--- src/rtl/fp_pkg.sv ---
// Shared binary32 definitions for the iterative FP arithmetic units.
// Latency: n/a (types and constants only).
// Backpressure: n/a.
package fp_pkg;

  typedef enum logic [2:0] {
    S_IDLE,
    S_UNPACK,
    S_NORM,
    S_DIVIDE,
    S_NORMALIZE,
    S_DENORM,
    S_PACK
  } fp_state_t;

  localparam int EXP_BIAS = 127;
  localparam int EXP_MAX  = 255;

  localparam logic [31:0] QNAN    = 32'h7FC00000;
  localparam logic [31:0] POS_INF = 32'h7F800000;

  // binary32 field slices
  localparam int SIGN_BIT = 31;
  localparam int EXP_MSB  = 30;
  localparam int EXP_LSB  = 23;
  localparam int FRAC_MSB = 22;
  localparam int FRAC_LSB = 0;

endpackage

--- src/rtl/fp_divider_if.sv ---
// Request/result bundle of the FP divider: input_valid, in_a, in_b in;
// data_out, output_valid, busy out. Latency: n/a (wiring only).
// Backpressure: none; requests presented while busy are dropped by the slave.
interface fp_divider_if;
  logic        input_valid;
  logic [31:0] in_a;
  logic [31:0] in_b;
  logic [31:0] data_out;
  logic        output_valid;
  logic        busy;

  modport master (
    output input_valid, in_a, in_b,
    input  data_out, output_valid, busy
  );

  modport slave (
    input  input_valid, in_a, in_b,
    output data_out, output_valid, busy
  );
endinterface

--- src/rtl/fp_div_mant_core.sv ---
// Restoring radix-2 mantissa divider: q = floor(ma/mb * 2^25), 26 bits MSB-first.
// Latency: 26 cycles after the start cycle; done is high in the 26th.
// Backpressure: none; start reloads the core at any time.
// Ports: clk, reset (sync, active-high), start, ma[23:0], mb[23:0] -> q[25:0], done.
module fp_div_mant_core (
  input  logic        clk,
  input  logic        reset,
  input  logic        start,
  input  logic [23:0] ma,
  input  logic [23:0] mb,
  output logic [25:0] q,
  output logic        done
);

  logic [24:0] rem;
  logic [24:0] dvs;
  logic [4:0]  cnt;
  logic        running;
  logic        ge;

  // Both mantissas are normalized, so rem stays below 2*mb and fits 25 bits.
  assign ge   = (rem >= dvs);
  assign done = running && (cnt == 5'd25);

  always_ff @(posedge clk) begin
    if (reset) begin
      rem     <= '0;
      dvs     <= '0;
      q       <= '0;
      cnt     <= '0;
      running <= 1'b0;
    end else if (start) begin
      rem     <= {1'b0, ma};
      dvs     <= {1'b0, mb};
      q       <= '0;
      cnt     <= '0;
      running <= 1'b1;
    end else if (running) begin
      rem <= ge ? ((rem - dvs) << 1) : (rem << 1);
      q   <= {q[24:0], ge};
      cnt <= cnt + 5'd1;
      if (cnt == 5'd25) running <= 1'b0;
    end
  end

endmodule

--- src/rtl/fp_divider.sv ---
// IEEE-754 binary32 divider data_out = in_a / in_b, truncating, full subnormal support.
// Latency: 30 cycles normal, 3 special, +1 per NORM shift, +1 per DENORM shift (max 25).
// Backpressure: none; input_valid is sampled only in IDLE, otherwise dropped.
// Ports: clk, reset (sync, active-high), dif (slave: operands in, result/valid/busy out).
module fp_divider
  import fp_pkg::*;
(
  input  logic         clk,
  input  logic         reset,
  fp_divider_if.slave  dif
);

  fp_state_t state, state_nx;

  logic [31:0] a_r, b_r;
  logic        sign_r;
  logic        special_r;
  logic [31:0] special_val_r;
  logic [23:0] ma_r, mb_r, ma_c, mb_c;
  logic signed [9:0] ea_r, eb_r, ea_c, eb_c, e_r, e_norm;
  logic [25:0] q_r, q_core, q_norm;
  logic [31:0] data_out_r;
  logic        output_valid_r;
  logic        core_start, core_done, norm_ready;

  logic [7:0]  exp_a, exp_b;
  logic [22:0] frac_a, frac_b;
  logic        sign_c;
  logic        a_nan, b_nan, a_inf, b_inf, a_zero, b_zero;
  logic        unp_special;
  logic [31:0] unp_special_val;

  assign exp_a  = a_r[EXP_MSB:EXP_LSB];
  assign exp_b  = b_r[EXP_MSB:EXP_LSB];
  assign frac_a = a_r[FRAC_MSB:FRAC_LSB];
  assign frac_b = b_r[FRAC_MSB:FRAC_LSB];
  assign sign_c = a_r[SIGN_BIT] ^ b_r[SIGN_BIT];

  assign a_nan  = (exp_a == 8'(EXP_MAX)) && (frac_a != '0);
  assign b_nan  = (exp_b == 8'(EXP_MAX)) && (frac_b != '0);
  assign a_inf  = (exp_a == 8'(EXP_MAX)) && (frac_a == '0);
  assign b_inf  = (exp_b == 8'(EXP_MAX)) && (frac_b == '0);
  assign a_zero = (exp_a == 8'd0) && (frac_a == '0);
  assign b_zero = (exp_b == 8'd0) && (frac_b == '0);

  // Special results in priority order; NaN is the only one without sign.
  always_comb begin
    unp_special     = 1'b1;
    unp_special_val = QNAN;
    if (a_nan || b_nan || (a_zero && b_zero) || (a_inf && b_inf))
      unp_special_val = QNAN;
    else if (b_zero || a_inf)
      unp_special_val = POS_INF | {sign_c, 31'b0};
    else if (a_zero || b_inf)
      unp_special_val = {sign_c, 31'b0};
    else
      unp_special = 1'b0;
  end

  // Mantissa/exponent values for this cycle: decoded in UNPACK, shifted in NORM.
  // The core is started from these so the last NORM shift costs no extra cycle.
  always_comb begin
    ma_c = ma_r;
    mb_c = mb_r;
    ea_c = ea_r;
    eb_c = eb_r;
    if (state == S_UNPACK) begin
      ma_c = {exp_a != 8'd0, frac_a};
      mb_c = {exp_b != 8'd0, frac_b};
      ea_c = (exp_a == 8'd0) ? 10'sd1 : $signed({2'b00, exp_a});
      eb_c = (exp_b == 8'd0) ? 10'sd1 : $signed({2'b00, exp_b});
    end else if (state == S_NORM) begin
      if (!ma_r[23]) begin
        ma_c = ma_r << 1;
        ea_c = ea_r - 10'sd1;
      end
      if (!mb_r[23]) begin
        mb_c = mb_r << 1;
        eb_c = eb_r - 10'sd1;
      end
    end
  end

  assign norm_ready = ma_c[23] && mb_c[23];
  assign core_start = norm_ready &&
                      (((state == S_UNPACK) && !unp_special) || (state == S_NORM));

  fp_div_mant_core u_core (
    .clk   (clk),
    .reset (reset),
    .start (core_start),
    .ma    (ma_c),
    .mb    (mb_c),
    .q     (q_core),
    .done  (core_done)
  );

  // Quotient lies in (0.5, 2): at most one left shift brings the integer bit to q[25].
  always_comb begin
    q_norm = q_core;
    e_norm = e_r;
    if (!q_core[25]) begin
      q_norm = q_core << 1;
      e_norm = e_r - 10'sd1;
    end
  end

  always_ff @(posedge clk) begin
    if (reset) state <= S_IDLE;
    else       state <= state_nx;
  end

  always_comb begin
    state_nx = state;
    case (state)
      S_IDLE:      if (dif.input_valid) state_nx = S_UNPACK;
      S_UNPACK: begin
        if (unp_special)      state_nx = S_PACK;
        else if (!norm_ready) state_nx = S_NORM;
        else                  state_nx = S_DIVIDE;
      end
      S_NORM:      if (norm_ready) state_nx = S_DIVIDE;
      S_DIVIDE:    if (core_done) state_nx = S_NORMALIZE;
      S_NORMALIZE: begin
        if (e_norm >= 10'(EXP_MAX)) state_nx = S_PACK;
        else if (e_norm <= 10'sd0)  state_nx = S_DENORM;
        else                        state_nx = S_PACK;
      end
      // e < -24 means a shift count above 25: flushed to zero in one cycle.
      S_DENORM:    if ((e_r < -10'sd24) || (e_r == 10'sd0)) state_nx = S_PACK;
      S_PACK:      state_nx = S_IDLE;
      default:     state_nx = S_IDLE;
    endcase
  end

  always_ff @(posedge clk) begin
    if (reset) begin
      a_r            <= '0;
      b_r            <= '0;
      sign_r         <= 1'b0;
      special_r      <= 1'b0;
      special_val_r  <= '0;
      ma_r           <= '0;
      mb_r           <= '0;
      ea_r           <= '0;
      eb_r           <= '0;
      e_r            <= '0;
      q_r            <= '0;
      data_out_r     <= '0;
      output_valid_r <= 1'b0;
    end else begin
      output_valid_r <= 1'b0;
      case (state)
        S_IDLE: begin
          if (dif.input_valid) begin
            a_r <= dif.in_a;
            b_r <= dif.in_b;
          end
        end
        S_UNPACK, S_NORM: begin
          if (state == S_UNPACK) begin
            sign_r        <= sign_c;
            special_r     <= unp_special;
            special_val_r <= unp_special_val;
          end
          ma_r <= ma_c;
          mb_r <= mb_c;
          ea_r <= ea_c;
          eb_r <= eb_c;
          e_r  <= ea_c - eb_c + 10'(EXP_BIAS);
        end
        S_NORMALIZE: begin
          q_r <= q_norm;
          e_r <= e_norm;
          if (e_norm >= 10'(EXP_MAX)) begin
            special_r     <= 1'b1;
            special_val_r <= POS_INF | {sign_r, 31'b0};
          end
        end
        S_DENORM: begin
          if (e_r < -10'sd24) begin
            q_r <= '0;
            e_r <= '0;
          end else begin
            q_r <= q_r >> 1;
            // The shift that reaches exponent 1 leaves e_r at 0, the subnormal field value.
            if (e_r != 10'sd0) e_r <= e_r + 10'sd1;
          end
        end
        S_PACK: begin
          data_out_r     <= special_r ? special_val_r : {sign_r, e_r[7:0], q_r[24:2]};
          output_valid_r <= 1'b1;
        end
        default: ;
      endcase
    end
  end

  assign dif.data_out     = data_out_r;
  assign dif.output_valid = output_valid_r;
  assign dif.busy         = (state != S_IDLE);

endmodule

--- src/flat_wrapper.sv ---
// flat-port wrapper written by rule: the top's interface ports become plain ports
module fp_divider_flat import fp_pkg::*;
  (clk, reset, dif_input_valid, dif_in_a, dif_in_b, dif_data_out, dif_output_valid, dif_busy);
  fp_divider_if dif_i ();
  input  logic clk;
  input  logic reset;
  input wire logic [$bits(dif_i.input_valid)-1:0] dif_input_valid;
  input wire logic [$bits(dif_i.in_a)-1:0] dif_in_a;
  input wire logic [$bits(dif_i.in_b)-1:0] dif_in_b;
  output wire logic [$bits(dif_i.data_out)-1:0] dif_data_out;
  output wire logic [$bits(dif_i.output_valid)-1:0] dif_output_valid;
  output wire logic [$bits(dif_i.busy)-1:0] dif_busy;
  assign dif_i.input_valid = dif_input_valid;
  assign dif_i.in_a = dif_in_a;
  assign dif_i.in_b = dif_in_b;
  assign dif_data_out = dif_i.data_out;
  assign dif_output_valid = dif_i.output_valid;
  assign dif_busy = dif_i.busy;
  fp_divider u_core (.clk(clk), .reset(reset), .dif(dif_i));
endmodule
--- config.mk ---
export PLATFORM = sky130hd
export DESIGN_NAME = fp_divider_flat
export DESIGN_NICKNAME = d
export VERILOG_FILES = /design/src/rtl/fp_pkg.sv /design/src/rtl/fp_divider_if.sv /design/src/rtl/fp_div_mant_core.sv /design/src/rtl/fp_divider.sv /design/src/flat_wrapper.sv
export SDC_FILE = /design/constraint.sdc
export NUM_CORES = 1
export LEC_CHECK = 0
export ABC_AREA = 0
export CORE_UTILIZATION = 25
export DETAILED_ROUTE_END_ITERATION = 10
export PLACE_DENSITY_LB_ADDON = 0.25
export SYNTH_ARGS = -nofsm -noshare
export SYNTH_HDL_FRONTEND = slang
export SYNTH_SLANG_ARGS = --single-unit
--- constraint.sdc ---
create_clock -name clk -period 4.27 [get_ports clk]
set_input_delay 0.6405 -clock clk [delete_from_list [all_inputs] [get_ports clk]]
set_output_delay 0.6405 -clock clk [all_outputs]
set_load 0.01 [all_outputs]
==> results.yml <==
outcome:
  status: "complete, no violations"
clock_tree:
  root_buffer: "clkbuf_16"
  cts_resized: 0
  path_clk_slew_ns: 0.06
  tritoncts: "built"
  clk-insertion-delay-late_ns: 0.51
  cts.sinks: 288
  htree_levels: 2
  cts_setup_buffers: 0
  cts_made_buffers: 35
  clockBufferDepth: 3
  holdBufCountCts: 0
pwr:
  p_leak_nw: 6.35
  powerDensity_nw_per_um2: 772
  ir_worst_vdd_uv: 647
  power_mw: 13.5
detailed_routing:
  ant_nets: 0
  dr.pass1.iters: 5
  totalWireLength_um: 41400
  via_count: 12600
  vias_per_cell: 4.83
  drt_iter0_markers: 680
  wire_per_inst_um: 15.9
  drc_errors: 0
die:
  start_util_pct: 25.5
  die_area_um2: 58800
  die_w_um: 242
  rows: 87
  die_h_um: 242
  coreArea_um2: 56700
  ios: 101
global_routing:
  gr-total-overflow: 0
  grt_pass1_vias: 12200
  antenna_found_initial: 0
  grt_max_degree: 72
  grt_use_total_pct: 13.8
  grt_pass1_wl_um: 66400
logic_synthesis:
  yosysSeqAreaShare_pct: 39.9
  synth_cell_types: 74
  synth-edff-count: 0
  ys_warn_count: 0
  ys_ff_latch: 288
  avgSynthCellArea_um2: 8.09
  ys.flop_type: "dfxtp_1"
  post_synth_inst_count: 1787
  synth_area_um2: 14500
  async_flop_share_pct: 0
  syn_nets: 1903
worst_setup_path:
  crit_fanout: 44
  crit_slowest_cell: "dfxtp_1"
  critPathRequiredTime_ns: 4.64
  crit_type: "reg -> reg"
  cp-start-kind: "flip-flop"
  crit_path_cell_trace: "inv_1 > nor3_2 > buf_12 > a211oi_1 > a21oi_1 > ha_1 > ha_1 > fa_1 > a21o_1 > a21oi_1 > o21bai_1 > a2111oi_0 > nor3_1 > xor2_1 > nand2_1 > a21oi_1"
  cp_num_buf_inv: 2
  cp_common_cell: "a21oi_1"
  max_stage_delay_ns: 0.44
  cp.arrival_ns: 4.26
  cp_top_family: "compound AO/OA/AOI/OAI gates"
  crit_path_end_kind: "flip-flop"
placement:
  hpwl_um: 29000
  pre_cts_ws_ns: 0.410
  port_buffers: 100
  place.gp.congestion: 0.839
sta:
  worst_pin_slew_ns: 0.956
  setup_slack_ns: 0.371
  fmax_ghz: 0.256
  slew_viol_final: 0
  grt_setup_unrepaired: "false"
  finalHoldViolCount: 0
  timing.slew.headroom_pct: 36.2
  period_share_pct: 91.3
  setup_tns_ns: 0
  skew_ns: 0.0109
  finalSetupViolCount: 0
  min_period_ns: 3.90
cells_and_area:
  final_cell_mix: "nor2_1 (295), dfxtp_1 (287), nand2_1 (199)"
  fillerInstances: 5969
  post-route-util_pct: 30.8
  antennaDiodeCount: 0
  drive_gt1_share_pct: 7.84
  final_nets: 1941
  area_delta_synth_final_pct: 20.7
  final_common_cell: "nor2_1"
run:
  cap_violations: 0
worst_hold_path:
  min_path_type: "reg -> reg"
cell usage after synthesis (15+ instances only):
cell | count | area, um2
a211oi_1 | 27 | 203
a22o_1 | 25 | 219
inv_1 | 50 | 188
o21ai_0 | 38 | 190
and2_1 | 15 | 93.8
a221oi_1 | 28 | 245
mux2i_1 | 84 | 841
mux2_2 | 24 | 270
clkbuf_1 | 99 | 372
nand2_1 | 200 | 751
a21oi_1 | 197 | 986
nor3_1 | 60 | 300
nor4_1 | 21 | 131
nand3_1 | 15 | 75.1
xor2_1 | 23 | 201
ha_1 | 47 | 588
xnor2_1 | 31 | 272
nand4_1 | 16 | 100
dfxtp_1 | 288 | 5770
buf_1 | 16 | 60.1
nor2_1 | 296 | 1110
final timing paths:
| path | startpoint | endpoint | slack, ns | depth (start not counted) |
|---|---|---|---|---|
| setup reg to reg | u_core.state[0]$_SDFFE_PP0P_ | u_core.e_r[9]$_SDFFE_PP0P_ | 0.37 | 16 |
| setup / recovery | u_core.state[0]$_SDFFE_PP0P_ | u_core.e_r[9]$_SDFFE_PP0P_ | 0.37 | 16 |
| hold reg to reg | u_core.u_core.dvs[23]$_SDFFE_PP0P_ | u_core.u_core.dvs[23]$_SDFFE_PP0P_ | 0.47 | 2 |
| hold / removal | u_core.u_core.dvs[23]$_SDFFE_PP0P_ | u_core.u_core.dvs[23]$_SDFFE_PP0P_ | 0.47 | 2 |
area by class of cell:
type | instances | area, um2 | area share (%)
inverters | 51 | 191 | 1.10
multi-input cells | 1319 | 8010 | 45.9
repair buffers | 130 | 1240 | 7.11
flip-flops and latches | 288 | 5770 | 33.1
well taps | 756 | 946 | 5.42
clock inverters | 16 | 274 | 1.57
clock buffers | 46 | 1020 | 5.83
sequential cells by signal, indices dropped and copies added (netlist names):
signal                   flops
u_core.b_r                  32
u_core.special_val_r         3
u_core.ea_r                 10
u_core.u_core.rem           25
u_core.dif.data_out         32
u_core.state                 3
u_core.mb_r                 24
u_core.u_core.q             26
u_core.eb_r                 10
u_core.special_r             1
u_core.a_r                  32
u_core.q_r                  24
u_core.sign_r                1
u_core.ma_r                 24
u_core.e_r                  10
u_core.dif.output_valid      1
u_core.u_core.cnt            5
u_core.u_core.dvs           24
u_core.u_core.running        1
worst register-to-register path, delay by kind of cell, from the launching register on:
family	cells	cell delay, ns
compound gates	7	1.36
xor+xnor	1	0.18
fa+ha+maj	3	0.92
buf+inv	2	0.37
flops	1	0.44
simple gates	3	0.48
metrics by stage:
stage               hold WS, ns  std cells  instance area [um2]
global route              0.490       2606                17400
finish                    0.468       2606                17400
detailed placement        0.459       2544                16200
CTS                       0.468       2606                17400
floorplan                 0.435       1787                14500
global placement          0.454       2544                16200
power by group:
group	switching [mW]	leakage [nW]	internal, mW	total, mW
logic	4.05	3.39	2.69	6.74
registers	0.385	2.34	3.06	3.44
clock network	1.19	0.629	2.10	3.30
total	5.62	6.35	7.85	13.5
metal layers:
| layer | share of wire, % | vias up | GRT usage (%) |
|---|---|---|---|
| met2 | 43 | 261 | 21.4 |
| li1 | - | 6373 | - |
| met3 | 4.4 | 52 | 1.99 |
| met5 | 0 | - | 0 |
| met1 | 51 | 5889 | 19.9 |
| met4 | 1.8 | 0 | 3.43 |
cell families after synthesis:
family,synth area share [%]
compound gates,19.2
xor+xnor,3.43
fa+ha+maj,4.34
buf+inv,4.92
flops,39.9
mux,7.69
simple gates,20.5
No activity file was read; power rests on OpenSTA's default activity.
